$ cat src/rtl/display_tempo_pkg.sv
// Shared types, constants and the 7-segment decoder for the stopwatch display back end.
package tempo_pkg;

  typedef enum logic [1:0] {
    ST_IDLE  = 2'd0,
    ST_SHIFT = 2'd1,
    ST_DONE  = 2'd2
  } conv_state_e;

  localparam int          N_DIGITS  = 4;
  localparam int          NBITS     = 14;
  localparam logic [6:0]  SEG_BLANK = 7'b1111111;
  localparam logic [13:0] MAX_DS    = 14'd9999;

  // Active-low pattern {g,f,e,d,c,b,a}; anything outside 0..9 is dark.
  function automatic logic [6:0] seg7(input logic [3:0] nib);
    logic [6:0] pat;
    case (nib)
      4'd0:    pat = 7'b1000000;
      4'd1:    pat = 7'b1111001;
      4'd2:    pat = 7'b0100100;
      4'd3:    pat = 7'b0110000;
      4'd4:    pat = 7'b0011001;
      4'd5:    pat = 7'b0010010;
      4'd6:    pat = 7'b0000010;
      4'd7:    pat = 7'b1111000;
      4'd8:    pat = 7'b0000000;
      4'd9:    pat = 7'b0010000;
      default: pat = SEG_BLANK;
    endcase
    return pat;
  endfunction

endpackage

$ cat src/rtl/display_tempo_if.sv
// Bundle between the counter/board side and the display back end.
interface display_tempo_if;
  logic [13:0] number;
  logic [6:0]  seg;
  logic        dp;
  logic [3:0]  an;
  logic [15:0] bcd;
  logic        bcdValid;

  modport master (output number, input seg, dp, an, bcd, bcdValid);
  modport slave  (input number, output seg, dp, an, bcd, bcdValid);
endinterface

$ cat src/rtl/display_tempo_bin2bcd_seq.sv
// Sequential double-dabble converter: one shift per clock, 15 cycles from
// capture to a latched BCD result. Only reconverts when the input changes.
module bin2bcd_seq
  import tempo_pkg::*;
(
  input  logic        clk,
  input  logic        rst,
  input  logic [13:0] number,
  output logic [15:0] bcd,
  output logic        bcd_valid
);

  conv_state_e state_q, state_d;
  logic [13:0] last_q, last_d;
  logic [13:0] bin_q, bin_d;
  logic [15:0] acc_q, acc_d;
  logic [3:0]  step_q, step_d;
  logic [15:0] bcd_q, bcd_d;
  logic        valid_q, valid_d;
  logic [15:0] adj;

  // State and datapath registers; reset also aborts any conversion in flight.
  always_ff @(posedge clk or posedge rst) begin
    if (rst) begin
      state_q <= ST_IDLE;
      last_q  <= '0;
      bin_q   <= '0;
      acc_q   <= '0;
      step_q  <= '0;
      bcd_q   <= '0;
      valid_q <= 1'b0;
    end else begin
      state_q <= state_d;
      last_q  <= last_d;
      bin_q   <= bin_d;
      acc_q   <= acc_d;
      step_q  <= step_d;
      bcd_q   <= bcd_d;
      valid_q <= valid_d;
    end
  end

  // Next-state: capture on change, 14 add-3/shift steps, then publish.
  always_comb begin
    state_d = state_q;
    last_d  = last_q;
    bin_d   = bin_q;
    acc_d   = acc_q;
    step_d  = step_q;
    bcd_d   = bcd_q;
    valid_d = 1'b0;

    adj = acc_q;
    for (int i = 0; i < N_DIGITS; i++) begin
      if (adj[i*4 +: 4] >= 4'd5) adj[i*4 +: 4] = adj[i*4 +: 4] + 4'd3;
    end

    case (state_q)
      ST_IDLE: begin
        if (number != last_q) begin
          last_d  = number;
          // The wrap tick (10000) must not show as 000.0.
          bin_d   = (number > MAX_DS) ? MAX_DS : number;
          acc_d   = '0;
          step_d  = '0;
          state_d = ST_SHIFT;
        end
      end
      ST_SHIFT: begin
        {acc_d, bin_d} = {adj[14:0], bin_q, 1'b0};
        step_d = step_q + 4'd1;
        if (step_q == 4'(NBITS - 1)) state_d = ST_DONE;
      end
      ST_DONE: begin
        bcd_d   = acc_q;
        valid_d = 1'b1;
        state_d = ST_IDLE;
      end
      default: state_d = ST_IDLE;
    endcase
  end

  assign bcd       = bcd_q;
  assign bcd_valid = valid_q;

endmodule

$ cat src/rtl/display_tempo.sv
// Stopwatch display back end: binary deciseconds -> BCD -> multiplexed
// 4-digit 7-segment display showing SSS.d with leading-zero blanking.
module display_tempo
  import tempo_pkg::*;
#(
  parameter int REFRESH_DIV = 50000
) (
  input  logic            clk,
  input  logic            rst,
  display_tempo_if.slave  bus
);

  localparam int RW = (REFRESH_DIV > 1) ? $clog2(REFRESH_DIV) : 1;

  logic [N_DIGITS*4-1:0] bcd_w;
  logic                  valid_w;
  logic [RW-1:0]         ref_cnt_q, ref_cnt_d;
  logic [1:0]            idx_q, idx_d;
  logic [3:0]            nib;
  logic                  blank;

  bin2bcd_seq u_conv (
    .clk       (clk),
    .rst       (rst),
    .number    (bus.number),
    .bcd       (bcd_w),
    .bcd_valid (valid_w)
  );

  assign bus.bcd      = bcd_w;
  assign bus.bcdValid = valid_w;

  // Scan timing registers.
  always_ff @(posedge clk or posedge rst) begin
    if (rst) begin
      ref_cnt_q <= '0;
      idx_q     <= '0;
    end else begin
      ref_cnt_q <= ref_cnt_d;
      idx_q     <= idx_d;
    end
  end

  // Refresh divider; the digit index advances and wraps at terminal count.
  always_comb begin
    ref_cnt_d = ref_cnt_q + RW'(1);
    idx_d     = idx_q;
    if (ref_cnt_q == RW'(REFRESH_DIV - 1)) begin
      ref_cnt_d = '0;
      idx_d     = idx_q + 2'd1;
    end
  end

  // Digit mux: pick the nibble for the active slot, blank leading zeros.
  always_comb begin
    case (idx_q)
      2'd0:    nib = bcd_w[3:0];
      2'd1:    nib = bcd_w[7:4];
      2'd2:    nib = bcd_w[11:8];
      default: nib = bcd_w[15:12];
    endcase
    blank = ((idx_q == 2'd3) && (bcd_w[15:12] == 4'd0)) ||
            ((idx_q == 2'd2) && (bcd_w[15:8] == 8'd0));
    bus.seg = blank ? SEG_BLANK : seg7(nib);
    bus.an  = ~(4'b0001 << idx_q);
    bus.dp  = (idx_q != 2'd1);
  end

endmodule
$ cat src/flat_wrapper.sv
// flat-port wrapper written by rule: the top's interface ports become plain ports
module display_tempo_flat import tempo_pkg::*;
#(
  parameter int REFRESH_DIV = 50000
)
  (clk, rst, bus_number, bus_seg, bus_dp, bus_an, bus_bcd, bus_bcdValid);
  display_tempo_if bus_i ();
  input  logic clk;
  input  logic rst;
  input wire logic [$bits(bus_i.number)-1:0] bus_number;
  output wire logic [$bits(bus_i.seg)-1:0] bus_seg;
  output wire logic [$bits(bus_i.dp)-1:0] bus_dp;
  output wire logic [$bits(bus_i.an)-1:0] bus_an;
  output wire logic [$bits(bus_i.bcd)-1:0] bus_bcd;
  output wire logic [$bits(bus_i.bcdValid)-1:0] bus_bcdValid;
  assign bus_i.number = bus_number;
  assign bus_seg = bus_i.seg;
  assign bus_dp = bus_i.dp;
  assign bus_an = bus_i.an;
  assign bus_bcd = bus_i.bcd;
  assign bus_bcdValid = bus_i.bcdValid;
  display_tempo #(.REFRESH_DIV(REFRESH_DIV)) u_core (.clk(clk), .rst(rst), .bus(bus_i));
endmodule
$ cat config.mk
export PLATFORM = sky130hd
export DESIGN_NAME = display_tempo_flat
export DESIGN_NICKNAME = d
export VERILOG_FILES = /design/src/rtl/display_tempo_pkg.sv /design/src/rtl/display_tempo_if.sv /design/src/rtl/display_tempo_bin2bcd_seq.sv /design/src/rtl/display_tempo.sv /design/src/flat_wrapper.sv
export SDC_FILE = /design/constraint.sdc
export NUM_CORES = 1
export LEC_CHECK = 0
export CAP_MARGIN = 20
export CORE_MARGIN = 4
export CORE_UTILIZATION = 52
export DETAILED_ROUTE_END_ITERATION = 6
export GPL_ROUTABILITY_DRIVEN = 0
export PLACE_DENSITY_LB_ADDON = 0.12
export RECOVER_POWER = 25
export SYNTH_ARGS = -nofsm -noshare
export SYNTH_HDL_FRONTEND = slang
export SYNTH_HIERARCHICAL = 1
export SYNTH_SLANG_ARGS = --single-unit
export TNS_END_PERCENT = 50
$ cat constraint.sdc
create_clock -name clk -period 2.2 [get_ports clk]
set_input_delay 0.55 -clock clk [delete_from_list [all_inputs] [get_ports clk]]
set_output_delay 0.55 -clock clk [all_outputs]
set_load 0.01 [all_outputs]
* After elaboration in Yosys (flattened, before gate mapping)
Memories as Yosys holds them, arrays and structs flattened.
Cells that the tools add are included.
** Storage, ports and cells
- Register bits after elaboration :: 85
- Memory bits (read-only) :: 112
- Logic and storage cells :: 64
- Memories :: 1
** Memory list
- (name not given) :: words 16, width 7, rd ports 1, clocked after memory_dff 0, write ports 0, RTL line display_tempo_pkg.sv:18 : case (nib)
** Operators by class
- Add/subtract/negate cells :: 7
- Order comparisons :: 5
- Equality and inequality tests :: 11
- Shifts and indexed selects :: 1
- Muxes and demuxes :: 18
- Bitwise gates (word level) :: 1
- Reduce and logical (&&, ||, !) cells :: 11
** Operator list (count)
- $mux 16 :: 2
- $pmux 16 s2 :: 1
- $mux 14 :: 2
- $pmux 14 s2 :: 1
- $add 16x1->16 const B :: 1
- $eq 16x16->1 const B :: 1
- $ge 4x3->1 const B :: 4
- $mux 4 :: 4
- $gt 14x14->1 const B :: 1
- $ne 14x14->1 :: 1
- $add 4x2->4 const B :: 3
- $pmux 4 s3 :: 1
- $logic_not 8->1 :: 1
- $pmux 4 s2 :: 1
- $mux 7 :: 1
- $eq 2x2->1 const B :: 3
- $reduce_and 2->1 :: 3
- $add 4x1->4 const B :: 1
- $eq 2x1->1 const B :: 2
- $eq 4x4->1 const B :: 1
- $logic_not 2->1 :: 2
- $logic_not 4->1 :: 1
- $mux 2 :: 2
- $ne 2x2->1 const B :: 2
- other kinds (11) :: 12

* Logic depth before layout (Yosys ltp)
Gate-level depths: netlist of run 1.
- Depth after elaboration :: 4
- Mapped depth :: 8
- Gate-level depth less buffers :: 8

* Cells and area by module
Netlist of run 1, hierarchy kept.
** By module, submodules not included
- bin2bcd_seq :: instances 1, cells an instance 287, area each 3289.4 µm²
- display_tempo :: instances 1, cells an instance 129, area each 1217.4 µm²

* Least setup slack after synthesis of run 1
No wires, ideal clock.
- Path kind :: reg-to-output
- Start point :: register u_core.idx_q[0]
- End point :: output port bus_seg[1]
- Data arrival time :: 1.902 ns
- Path slack :: -0.252 ns
- Cell stages (with the launch flop) :: 8
- Cell sequence :: dfrtp_1 > inv_1 > ha_1 > a222oi_1 > a21oi_2 > ha_1 > and2_1 > o21ai_0
** Between the ends
- Word-level cells in the longest chain between the ends :: 4
- Elaborated cells on any way between the ends :: 10
- Those cells by class :: eq/ne (3); mux (2); reduce/logical (4); memory (1)
** Ends and longest elaborated chain
- from (decl) :: RTL line display_tempo.sv:18 : logic [1:0] idx_q, idx_d;
- from (signal assigned) :: RTL line display_tempo.sv:40 : idx_q <= idx_d;
- $eq 2x2->1 (tied with other cells) :: RTL line display_tempo.sv:56, display_tempo.sv:63
- $pmux 4 s3 (tied with other cells) :: RTL line display_tempo.sv:56 : case (idx_q)
- $mem_v2 16x7 or $logic_or 1x1->1 (tied branches)
- $mux 7 * :: RTL line display_tempo.sv:64 : bus.seg = blank ? SEG_BLANK : seg7(nib);
- to (decl) :: RTL line flat_wrapper.sv:11 : output wire logic [$bits(bus_i.seg)-1:0] bus_seg;
Mark *: on every way between the ends. The rest lies on a longest branch, timed or not.

* Worst setup path in the final report of run 1
- Start point :: register u_core.idx_q[1]
- End point :: output port bus_seg[3]
The elaborated chain is that of the path after synthesis.

==> results of run 1 <==
==> critical path, cell delays in order, from the launching register on <==
cell and delay [ns]:
dfrtp_1 0.43, inv_2 0.10, ha_4 0.18, a222oi_1 0.37, a21oi_2 0.12, buf_4 0.17
buf_6 0.13, nand4b_1 0.24, nand4_1 0.16, buf_2 0.15
==> Yosys cell counts (all sizes together), types with 2 or more instances <==
cell / instances
a21oi: 17
and3: 5
xor2: 22
nand2: 34
a32o: 5
nand4b: 2
nor4: 9
o21ai: 30
and2: 5
clkbuf: 6
mux2i: 4
a211oi: 7
nor2: 22
o32a: 6
or4: 2
nand2b: 6
a221o: 2
xnor2: 14
buf: 8
inv: 27
a222oi: 4
nand4: 5
nor3b: 2
nand3: 15
dfrtp: 85
ha: 18
mux2: 36
nor2b: 4
nor3: 2
==> registers in the layout, indices dropped and copies added, names as in the netlist <==
register / flops
u_core/u_conv/state_q: 2
u_core/u_conv/last_q: 14
u_core/idx_q: 2
u_core/u_conv/acc_q: 16
u_core/u_conv/bcd_valid: 1
u_core/u_conv/bin_q: 14
u_core/u_conv/step_q: 4
u_core/ref_cnt_q: 16
u_core/u_conv/bcd: 16
==> area by class of cell <==
cell class | count | area, um2
tap | 105 | 131.4
sequential | 85 | 2127
multi-input combinational | 289 | 2380
timing repair buffer | 126 | 1081
clock buffer | 10 | 137.6
inverter | 28 | 108.9
fill | 580 | 2322
clock inverter | 6 | 52.55
==> power groups by stage <==
stage	Sequential (mW)	Combinational [mW]	Clock (mW)
after floorplan	2.55	2.15	0
after global placement	2.61	3.40	0
after detailed placement	2.62	3.51	0
after CTS	2.59	3.66	1.09
after global routing	2.66	4.23	1.16
final	2.60	3.88	1.06
==> worst paths after layout <==
path / startpoint / end / slack (ns)
min in group asynchronous: rst / u_core/ref_cnt_q[14] / 0.97
setup / recovery: u_core/idx_q[1] / bus_seg[3] / -0.77
hold / removal: u_core/ref_cnt_q[0] / u_core/ref_cnt_q[0] / 0.49
max in group asynchronous: rst / u_core/u_conv/last_q[9] / 0.61
hold reg to reg: u_core/ref_cnt_q[0] / u_core/ref_cnt_q[0] / 0.49
setup reg to reg: u_core/u_conv/last_q[5] / u_core/u_conv/bin_q[9] / 0.25
==> stage by stage <==
step,util,cell area (um2)
final,0.7216,6018
after global routing,0.7216,6018
after CTS,0.7042,5873
after detailed placement,0.6619,5520
after global placement,0.6619,5520
after floorplan,-,4573
==> routing by layer <==
metal	track usage	wire length, um	part of all wire
met1	0.2756	4716	0.46
met2	0.3355	4889	0.48
met3	0.02976	415	0.040
met4	0.08282	240	0.023
met5	0	0	0
==> logic make-up after synthesis <==
family,count (synthesis),share of synthesized area
AO/OA/AOI/OAI,79,0.1205
XOR/XNOR,36,0.06996
adder cells (fa/ha/maj),18,0.04997
buffers and inverters,42,0.04441
flip-flops,85,0.4720
multiplexers,40,0.1038
AND/OR/NAND/NOR,116,0.1394
==> what timing repair did <==
| item | CTS | global route |
|---|---|---|
| gates cloned | 0 | 0 |
| resized for setup | 55 | 23 |
| endpoints found under the setup margin | 22 | 26 |
| hold buffers | 0 | 0 |
| buffers inserted | 10 | 11 |
| pin swaps | 15 | 23 |
==> flow_metrics.env, run 1 <==
export IMPL_irDropWorstVdd_mv=0.5547
export IMPL_rsz0062_at_grt="yes"
export IMPL_final_cell_mix="dfrtp_1 (85), buf_4 (71), nand2_1 (34), mux2_2 (28), clkdlybuf4s50_1 (24)"
export IMPL_end_kind="output port"
export IMPL_max_freq_ghz=0.3367
export IMPL_slew_limit_headroom=0.3667
export IMPL_path_max_fanout=5
export IMPL_drive_gt1_frac=0.3290
export IMPL_final_common_cell="dfrtp_1"
export IMPL_final_cells=649
export IMPL_critPathKind="reg -> out"
export IMPL_antenna_found_initial=0
export IMPL_antenna_cells=0
export IMPL_grt_first_pass_wirelength_mm=16.73
export IMPL_cap_viol_max_count=0
export IMPL_cts_clk_slew_worst_paths_ns=0.09
export IMPL_cts_root_buf="clkbuf_8"
export IMPL_drt_iter0_drc=239
export IMPL_initial_core_util=0.5404
export IMPL_rows=33
export IMPL_synth_flop_cell="dfrtp_1"
export IMPL_drtAntennaViolNets=0
export IMPL_cts_sinks=85
export IMPL_drt_total_wl_mm=10.26
export IMPL_pre_cts_slack_ns=-0.6797
export IMPL_clkPwrFrac=0.141
export IMPL_p_leak_nw=2.756
export IMPL_synth_seq_cells=85
export IMPL_yosysSeqAreaShare=0.4720
export IMPL_synthCells=416
export IMPL_p_per_area_nw_per_um2=1252
export IMPL_power_mw=7.534
export IMPL_dp_hpwl_mm=7.134
export IMPL_violations="negative setup slack"
export IMPL_setup_violations=7
export IMPL_worst_clock_skew_ns=0.01134
export IMPL_cp_required_ns=1.65
export IMPL_die_w_um=101.1
export IMPL_status="complete, but fails checks"
export IMPL_hold_viol=0
export IMPL_vias=3634
export IMPL_async_flop_share=1.000
export IMPL_drcViolationCount=0
export IMPL_min_path_cells=1
export IMPL_post_drt_wl_per_cell_um=15.81
export IMPL_dp_cells=612
export IMPL_power_frac_seq=0.345
export IMPL_via_per_inst=5.599
export IMPL_layout_setup_ws_ns=-0.7700
export IMPL_p_switching_mw=2.816
export IMPL_io_buffers=44
export IMPL_pin_count=45
export IMPL_r2r_cells=7
export IMPL_syn_nets=450
export IMPL_min_path_type="reg -> reg"
export IMPL_dieArea_um2=10220
export IMPL_area_delta_synth_final_pct=33.54
export IMPL_slew_viol_final=0
export IMPL_grt_pass1_vias=3477
export IMPL_p_int_mw=4.718
export IMPL_swShare=0.3738
export IMPL_worstSetupStartpointType="flop"
export IMPL_final_period_utilization=1.350
export IMPL_yosys_warnings=6
export IMPL_ys_types=53
export IMPL_cts_tree="built"
export IMPL_clk_latency_ns=0.36
export IMPL_grt_use_total=0.2056
export IMPL_die_h_um=101.1
export IMPL_pwr_share_comb=0.514
export IMPL_fin_crit_ns=2.970
export IMPL_netlist_area_um2=4507
export IMPL_grt_max_degree=68
export IMPL_holdWs_ns=0.4922
export IMPL_cts_inserted_buffers=9
export IMPL_synth_edff_count=0
export IMPL_grt_overflow=0
export IMPL_tightest_slew_ns=0.9500
export IMPL_dr_pass1_iters=4
export IMPL_cts_buffer_depth=2
export IMPL_worstPathArrival_ns=2.42
export IMPL_synth_top_area_cell="dfrtp_1"
export IMPL_synth_top_area_frac=0.4720
export IMPL_core_area_um2=8341
export IMPL_netlist_top_cells_area="dfrtp_1 (47%), mux2_2 (7.5%), ha_1 (5.0%), xor2_1 (4.3%), o21ai_0 (3.2%)"
export IMPL_syn_avg_cell_area_um2=10.83
export IMPL_final_nets=573
export IMPL_setup_tns_ns=-4.782
export IMPL_htree_num_levels=3
No activity file was read; power rests on OpenSTA's default activity.
==> run 2: changes to the inputs <==
--- a/config.mk
+++ b/config.mk
@@ -8,6 +8,7 @@
 export CAP_MARGIN = 20
 export CORE_MARGIN = 4
 export CORE_UTILIZATION = 52
+export CTS_CLUSTER_DIAMETER = 100
 export DETAILED_ROUTE_END_ITERATION = 6
 export GPL_ROUTABILITY_DRIVEN = 0
 export PLACE_DENSITY_LB_ADDON = 0.12
==> results of run 2 <==
The final DEF is identical to that of run 1; final timing and power are the same.
==> run 3: changes to the inputs <==
--- a/config.mk
+++ b/config.mk
@@ -7,7 +7,7 @@
 export LEC_CHECK = 0
 export CAP_MARGIN = 20
 export CORE_MARGIN = 4
-export CORE_UTILIZATION = 52
+export CORE_UTILIZATION = 55
 export CTS_CLUSTER_DIAMETER = 100
 export DETAILED_ROUTE_END_ITERATION = 6
 export GPL_ROUTABILITY_DRIVEN = 0
==> constraint.sdc (replaced) <==
create_clock -name clk -period 3.1 [get_ports clk]
set_input_delay 0.775 -clock clk [delete_from_list [all_inputs] [get_ports clk]]
set_output_delay 0.775 -clock clk [all_outputs]
set_load 0.01 [all_outputs]
==> run 3 against run 2 <==
Effect of this change: the flow still finishes with violations (negative setup slack); wire length is 7.8% lower; die area down 5.0%; first-iteration DRC count fell by 29%; sequential share of layout area is 3.5 points higher; via count is 7.6% lower; clock power shrank 24%; sequential power decreased by 29%; critical path depth stayed put.
==> flow_metrics.env, run 3 (synthesis gave the netlist of run 1 again) <==
export IMPL_critPathKind="reg -> out"
export IMPL_fin_crit_ns=3.209
export IMPL_violations="negative setup slack"
export IMPL_cts_sinks=85
export IMPL_dieArea_um2=9706
export IMPL_cts_root_buf="clkbuf_8"
export IMPL_drt_iter0_drc=169
export IMPL_final_nets=516
export IMPL_cts_tree="built"
export IMPL_grt_max_degree=38
export IMPL_via_per_inst=5.703
export IMPL_setup_violations=6
export IMPL_p_per_area_nw_per_um2=904.0
export IMPL_drcViolationCount=0
export IMPL_final_common_cell="dfrtp_1"
export IMPL_cts_clk_slew_worst_paths_ns=0.10
export IMPL_seq_area_um2=2127
export IMPL_pin_count=45
export IMPL_min_path_type="reg -> reg"
export IMPL_grt_use_total=0.2009
export IMPL_ctsHoldBuffers=0
export IMPL_clk_latency_ns=0.36
export IMPL_cp_required_ns=2.32
export IMPL_initial_core_util=0.5743
export IMPL_end_kind="output port"
export IMPL_area_delta_synth_final_pct=21.40
export IMPL_fin_util=0.6972
export IMPL_rows=32
export IMPL_drt_total_wl_mm=9.462
export IMPL_vias=3359
export IMPL_cap_viol_max_count=0
export IMPL_worstPathArrival_ns=2.43
export IMPL_grt_first_pass_wirelength_mm=16.00
export IMPL_slew_limit_headroom=0.3783
export IMPL_worstSetupStartpointType="flop"
export IMPL_rsz0062_at_grt="yes"
export IMPL_htree_num_levels=3
export IMPL_holdWs_ns=0.4915
export IMPL_grt_pass1_vias=3388
export IMPL_final_cell_mix="dfrtp_1 (85), clkdlybuf4s50_1 (34), nand2_1 (34), mux2_2 (30), o21ai_0 (24)"
export IMPL_grt_overflow=0
export IMPL_cts_buffer_depth=2
export IMPL_multiInputGateArea_um2=2293
export IMPL_die_h_um=98.52
export IMPL_irDropWorstVdd_mv=0.5742
export IMPL_worst_clock_skew_ns=0.01032
export IMPL_antenna_cells=0
export IMPL_antenna_found_initial=0
export IMPL_p_leak_nw=2.396
export IMPL_status="complete, but fails checks"
export IMPL_core_area_um2=7848
export IMPL_layout_setup_ws_ns=-0.1089
export IMPL_slew_viol_final=0
export IMPL_final_period_utilization=1.035
export IMPL_dp_hpwl_mm=6.553
export IMPL_post_drt_wl_per_cell_um=16.06
export IMPL_max_freq_ghz=0.3116
export IMPL_fill_cells=606
export IMPL_die_w_um=98.52
export IMPL_drive_gt1_frac=0.2320
export IMPL_cts_inserted_buffers=9
export IMPL_dr_pass1_iters=4
export IMPL_drtAntennaViolNets=0
export IMPL_pre_cts_slack_ns=-0.1013
export IMPL_path_max_fanout=5
export IMPL_tightest_slew_ns=0.9326
export IMPL_io_buffers=44
export IMPL_hold_viol=0
[run 3: where the power goes]
group / total [mW] / internal (mW) / switching (mW)
sequential: 1.85 / 1.51 / 0.345
combinational: 2.28 / 1.19 / 1.10
clock: 0.809 / 0.383 / 0.426
[run 3: final cells by class]
| cell class | count | share of cell area |
|---|---|---|
| flip-flops and latches | 85 | 0.3887 |
| multi-input cells | 289 | 0.4192 |
| inverters | 28 | 0.01967 |
| well taps | 102 | 0.02332 |
| clock inverters | 7 | 0.01486 |
| clock buffers | 9 | 0.02264 |
| repair buffers | 69 | 0.1116 |
[run 3: metal layers]
metal	share of wire	GRT usage	vias up
met1	0.47	0.2667	1671
met5	0	0	-
li1	-	-	1613
met3	0.040	0.03114	14
met4	0.017	0.07563	0
met2	0.48	0.3339	61
[run 3: final timing paths]
path,from,slack (ns),endpoint,cells past startpoint
worst max-delay path,u_core/idx_q[1],-0.11,bus_seg[1],9
worst min-delay path,u_core/ref_cnt_q[15],0.49,u_core/ref_cnt_q[15],1
worst max register to register,u_core/u_conv/last_q[12],0.95,u_core/u_conv/bin_q[12],6
worst min register to register,u_core/ref_cnt_q[15],0.49,u_core/ref_cnt_q[15],1
max in group asynchronous,rst,0.73,u_core/u_conv/bin_q[10],3
min in group asynchronous,rst,0.97,u_core/ref_cnt_q[9],2
[run 3: what timing repair did]
action	in CTS	in global routing
setup buffers	6	3
resized for setup	35	24
gates cloned	0	0
pin swaps	5	13
setup endpoints to repair	7	7
[run 3: stage by stage]
stage                     setup TNS [ns]  total power [mW]  cell area (um2)  std cells
final                            -0.2505             4.946             5472        589
after global routing             -0.6506             5.321             5472        589
after detailed placement         -0.1013             4.035             5125        564
after global placement                 0             3.956             5125        564
after floorplan                        0             3.271             4507        416
after CTS                       -0.02746             4.847             5403        586
[run 3: critical path, stage by stage (launching register included)]
cell	delay [ns]
dfrtp_1	0.43
inv_2	0.10
ha_4	0.19
a222oi_1	0.45
a21oi_2	0.16
inv_2	0.10
ha_4	0.20
and2_1	0.14
o21ai_1	0.14
buf_2	0.16
==> patch 1 (flow settings as in run 1) <==
`REFRESH_DIV` is set to 50000 in 2 places; all go to 25000.
--- a/src/rtl/display_tempo.sv
+++ b/src/rtl/display_tempo.sv
@@ -4,5 +4,5 @@
   import tempo_pkg::*;
 #(
-  parameter int REFRESH_DIV = 50000
+  parameter int REFRESH_DIV = 25000
 ) (
   input  logic            clk,
--- a/src/flat_wrapper.sv
+++ b/src/flat_wrapper.sv
@@ -2,5 +2,5 @@
 module display_tempo_flat import tempo_pkg::*;
 #(
-  parameter int REFRESH_DIV = 50000
+  parameter int REFRESH_DIV = 25000
 )
   (clk, rst, bus_number, bus_seg, bus_dp, bus_an, bus_bcd, bus_bcdValid);
Behaviour: same outputs for any inputs over 10 cycles, from zero or initial values and one cycle with rst high; that may be too few to reach the edited logic, so the function may still have changed.
==> patch 1 against run 1 <==
- the run still ends with setup timing left
- area after synthesis is 1.0% lower
- worst setup slack better by 0.0060 ns
- cell count is 2.0% lower
- final area is 2.2% lower
- sequential cell count is 1 lower
- total power is 2.7% lower
- routed wire length is 1.0% higher
- critical path type unchanged
- critical endpoint unchanged
- highest routed layer unchanged
==> patch 1: results (changes against run 1) <==
Status
  • Outcome: complete, but fails checks
  • Failing checks: setup timing

GRT
  • GRT Resource Usage Total: 0.221 (+0.0155)
  • Largest net degree at the start of global routing: 38 (-44%)
  • First-pass GRT wire length: 17700 um (+5.9%)

Timing
  • Fin Clk Skew: 0.0144 ns (+0.00311 ns)
  • Hold WS: 0.465 ns (-0.0272 ns)
  • Final setup fails: 8 (+1)
  • PnR worst setup slack: -0.764 ns (+0.00599 ns)
  • Actual slew at the worst max-slew pin: 0.828 ns (-0.122 ns)

Worst setup path
  • Register-to-register setup slack: 0.22 ns (-0.03 ns)
  • Worst R2R End: u_core/u_conv/bin_q[6]
  • CP peak stage delay: 0.53 ns (+0.10 ns)
  • Crit Path Max Fanout: 4 (-1)
  • Worst-case reg-to-reg path depth: 6 (-1)
  • Crit path max-delay cell type: a222oi_1
  • CP top delay family: compound AO/OA/AOI/OAI gates

Synth
  • Largest cells by area after synthesis: dfrtp_1 47%, mux2_2 7.6%, ha_1 5.0%
  • Synth Net Count: 445 (-1.1%)
  • Netlist cell types: 54 (+1.9%)
  • Sequential area share after synthesis: 0.471 (-0.000712)
  • Commonest cells post-synth: 84 x dfrtp_1, 33 x nand2_1, 30 x mux2_2

Power and ir drop
  • Pleak: 2.64 nW (-4.1%)
  • Max VDD drop: 0.000737 V (+33%)
  • P_int: 4.55 mW (-3.6%)

Placement
  • Dpl ws: -0.653 ns (+0.0266 ns)
  • I/O Buffers: 44 (unchanged)
  • Placed Area: 5460 um^2 (-1.1%)
  • DP Wirelength: 7210 um (+1.1%)

Drt
  • Via/cell ratio: 5.60 (about the same)
  • DRT Wirelength: 10400 um (+1.0%)
  • Initial drt markers: 143 (-40%)

CTS
  • Maximum clock insertion buffer count: 2 (unchanged)
  • Skew-Pair Late Insertion Delay: 0.35 ns

Cells and area
  • Fillers: 596 (+2.8%)
  • Layout Nets: 560 (-2.3%)
  • Share of cells above drive strength 1: 0.331 (+0.00241)
==> patch 1: cell types whose count changed in the layout (fill, tap and decap cells not counted), sizes merged, moves of 2 or more <==
| cell | before | now |
|---|---|---|
| and3 | 5 | 3 |
| buf | 88 | 82 |
| clkbuf | 12 | 10 |
| clkdlybuf4s15 | 0 | 2 |
| clkinvlp | 3 | 5 |
| inv | 29 | 26 |
| nor3 | 2 | 6 |
==> patch 1: kinds of logic after synthesis <==
group	count (synthesis)	share of synthesized area
adders and majority gates	18	0.0505
AOI/OAI and AO/OA	78	0.126
buffers and inverters	41	0.0438
DFF	84	0.471
muxes	40	0.106
and+or+nand+nor	114	0.132
xor gates and xnor gates	36	0.0707
==> patch 1: per-layer routing <==
layer  track usage  wire length, um  vias to the layer above
met5             0                0                        -
met4        0.0808              196                        0
met3        0.0374              328                       20
met2         0.366             5330                       80
met1         0.292             4510                     1784
li1              -                -                     1675
==> patch 1: per-stage QoR <==
| stage | std cells | setup TNS (ns) | utilization |
|---|---|---|---|
| after global routing | 636 | -6.07 | 0.709 |
| after detailed placement | 606 | -16.53 | 0.658 |
| final | 636 | -4.93 | 0.709 |
| after CTS | 636 | -4.87 | 0.702 |
| after global placement | 606 | -13.50 | 0.658 |
| after floorplan | 411 | -0.235 | - |
==> patch 1: power by group through the flow <==
| stage | combinational, mW | clock [mW] | sequential (mW) |
|---|---|---|---|
| global route | 4.10 | 1.14 | 2.67 |
| detailed placement | 3.56 | 0 | 2.59 |
| finish | 3.73 | 1.02 | 2.58 |
| CTS | 3.67 | 1.05 | 2.56 |
| global placement | 3.44 | 0 | 2.56 |
| floorplan | 2.15 | 0 | 2.53 |
==> patch 1: layout make-up <==
class / count / area share
clock inverter: 6 / 0.00807
multi-input combinational: 286 / 0.402
timing repair buffer: 118 / 0.169
tap: 105 / 0.0223
sequential: 84 / 0.357
inverter: 27 / 0.0191
clock buffer: 10 / 0.0234
==> patch 1: worst max path at each step <==
stage                     cells after the start          to  slack, ns            start
after floorplan                               8  bus_seg[1]      -0.09  u_core/idx_q[1]
after global placement                        9  bus_seg[1]      -0.61  u_core/idx_q[1]
after detailed placement                      9  bus_seg[1]      -0.65  u_core/idx_q[1]
after CTS                                     9  bus_seg[1]      -0.67  u_core/idx_q[0]
after global routing                          8  bus_seg[3]      -0.90  u_core/idx_q[0]
final                                         8  bus_seg[3]      -0.76  u_core/idx_q[0]
==> patch 1: timing repair <==
item,4_1_cts,5_1_grt
resized for setup,58,19
pin swaps,13,11
setup endpoints to repair,25,25
cloned,0,0
endpoints found under the hold margin,0,0
setup buffers,14,0
==> patch 2 (flow settings as in run 1) <==
Made on the original files. The 3 states of `conv_state_e` get a one-hot encoding in 3 bits.
--- a/src/rtl/display_tempo_pkg.sv
+++ b/src/rtl/display_tempo_pkg.sv
@@ -2,8 +2,8 @@
 package tempo_pkg;
 
-  typedef enum logic [1:0] {
-    ST_IDLE  = 2'd0,
-    ST_SHIFT = 2'd1,
-    ST_DONE  = 2'd2
+  typedef enum logic [2:0] {
+    ST_IDLE  = 3'b001,
+    ST_SHIFT = 3'b010,
+    ST_DONE  = 3'b100
   } conv_state_e;
 
Check against the original RTL: no difference found for any inputs over 10 cycles, from zero or initial values and one cycle with rst high; not proved beyond that.
==> patch 2 against run 1 <==
- the run still ends with setup timing left
- routed wire length shrank 4.7%
- via count shrank 4.9%
- count of clock-buffer cells in the layout stayed put
- area after synthesis grew 0.56%
- worst setup slack improved by 0.079 ns
- sequential cell count rose by 1
- critical path type unchanged
- critical path depth is 1 higher
- utilization is 1.0 points lower
- die area increased by 0.51%
- final area shrank 1.4%
Power is not compared: it rests on default switching activity, and its combinational part moved more than twofold at a synthesized area within 25%.
==> patch 2: results (changes against run 1) <==
GRT
  • Initial antenna violation count: 0 (unchanged)
  • Vias in the first global route: 3615 (+4.0%)
  • First-pass GRT wire length: 17000 um (+1.4%)
  • Largest net degree at the start of global routing: 62 (-8.8%)
  • GRT Resource Usage Total: 0.207 (+0.00140)

Worst setup path
  • Worst R2R End: u_core/u_conv/last_q[6]
  • FF-to-FF Start: u_core/u_conv/last_q[6]
  • CP top delay family: buffers and inverters
  • Worst-case reg-to-reg path depth: 6 (-1)
  • Crit Path Max Fanout: 5 (unchanged)
  • CP peak stage delay: between 0.4 and 0.5 ns
  • Crit path max-delay cell type: dfrtp_1
  • Arrival @ worst endpoint: 2.34 ns (-0.08 ns)
  • Worst Setup SP: u_core/idx_q[0]
  • Register-to-register setup slack: 0.28 ns (+0.03 ns)

Cells and area
  • Share of cells above drive strength 1: 0.298 (-0.0309)
  • Antenna cells: 0 (unchanged)
  • Fillers: 594 (+2.4%)
  • Layout Nets: 569 (-0.70%)

Drt
  • First-pass DRT Iterations: 6 (+2)
  • Initial drt markers: 165 (-31%)
  • Total vias in the final route: 3457 (-4.9%)
  • Routed wire per std cell: 15.2 um (-4.1%)

Timing
  • Final setup fails: 7 (unchanged)
  • Fin Clk Skew: 0.0124 ns (+0.00102 ns)
  • PnR worst setup slack: -0.692 ns (+0.0785 ns)
  • Setup tns final: -4.28 ns (+0.498 ns)
  • Actual slew at the worst max-slew pin: 0.953 ns (+0.00346 ns)

Synth
  • Largest cells by area after synthesis: dfrtp_1 47%, mux2_2 6.2%, ha_1 5.0%
  • Synth Flop Type: dfrtp_1
  • Synth Net Count: 461 (+2.4%)
  • Sequential area share after synthesis: 0.475 (+0.00319)
  • Netlist cell types: 55 (+3.8%)
  • Synthesis warning total: 6 (unchanged)
  • Ys async rst share: 1.00 (unchanged)
  • Commonest cells post-synth: 85 x dfrtp_1, 46 x nand2_1, 34 x o21ai_0

Placement
  • DP Wirelength: 6860 um (-3.9%)
  • I/O Buffers: 44 (unchanged)
  • Placed Area: 5500 um^2 (-0.32%)

Power and ir drop
  • Max VDD drop: 0.000742 V
  • Switching power share of the total: 0.347
  • Pleak: 2.63 nW

CTS
  • Root buffer cell: clkbuf_8
  • Skew-Pair Late Insertion Delay: 0.35 ns
  • Maximum clock insertion buffer count: 2 (unchanged)
  • Clk slew on worst S/H paths: 0.09 ns (about the same)
  • TritonCTS Buffers: 9 (unchanged)
  • Clock H-tree levels: 3 (unchanged)

Min path
  • Hold WC Path Type: reg2reg
  • Hold path cells: 2 (+1)
  • Hold_sp: u_core/u_conv/bin_q[2]
  • Hold path endpoint: u_core/u_conv/bin_q[2]

Status
  • Failing checks: setup timing
  • Outcome: complete, but fails checks
patch 2: timing repair:
action	CTS	global route
hold endpoints to repair	0	0
setup buffers	14	2
pin swaps	16	16
endpoints found under the setup margin	29	16
gates cloned	0	0
resized for setup	56	11
patch 2: how the worst max path moves through the flow:
stage | endpoint
after floorplan | bus_seg[1]
after global placement | bus_seg[1]
after detailed placement | bus_seg[6]
after CTS | bus_seg[1]
after global routing | bus_seg[5]
final | bus_seg[5]
patch 2: cell type report:
class                      count  area [um^2]  share of cell area
clock inverter                 6         70.1              0.0118
tap                          105          131              0.0221
sequential                    86         2150               0.363
inverter                      23         92.6              0.0156
multi-input combinational    302         2390               0.404
timing repair buffer         113          952               0.160
clock buffer                  10          138              0.0232
patch 2: power by group through the flow:
stage / Clock, mW / Combinational [mW] / Sequential (mW)
floorplan: 0 / 1.33 / 2.15
global placement: 0 / 1.76 / 2.19
detailed placement: 0 / 1.81 / 2.21
CTS: 1.17 / 1.91 / 2.18
global route: 1.25 / 2.12 / 2.22
finish: 1.14 / 1.92 / 2.18
patch 2: metrics by stage:
| step | setup slack (ns) | hold WS [ns] | instances |
|---|---|---|---|
| 6_report | -0.692 | 0.492 | 645 |
| 5_1_grt | -0.824 | 0.523 | 645 |
| 4_1_cts | -0.678 | 0.495 | 643 |
| 3_5_place_dp | -0.708 | 0.469 | 613 |
| 3_3_place_gp | -0.606 | 0.461 | 613 |
| 2_1_floorplan | -0.0987 | 0.446 | 427 |
patch 2: cells by family after synthesis:
family	after synthesis	share of synthesized area
flip-flops	86	0.475
AND/OR/NAND/NOR	135	0.162
AO/OA/AOI/OAI	76	0.110
multiplexers	37	0.0947
buffers and inverters	39	0.0389
adder cells (fa/ha/maj)	18	0.0497
XOR/XNOR	36	0.0696
patch 2: worst register-to-register path: stages, from the launching register on:
cell     delay, ns
dfrtp_1       0.40
xor2_1        0.18
nor4_4        0.41
a41oi_2       0.18
nor2b_4       0.17
buf_12        0.16
mux2_1        0.32
patch 2: metal layers:
metal  track usage  vias to the layer above  wire length, um
li1              -                     1715                -
met1         0.273                     1679             4450
met2         0.349                       55             4930
met3        0.0448                        8              321
met4        0.0532                        0               80
met5             0                        -                0
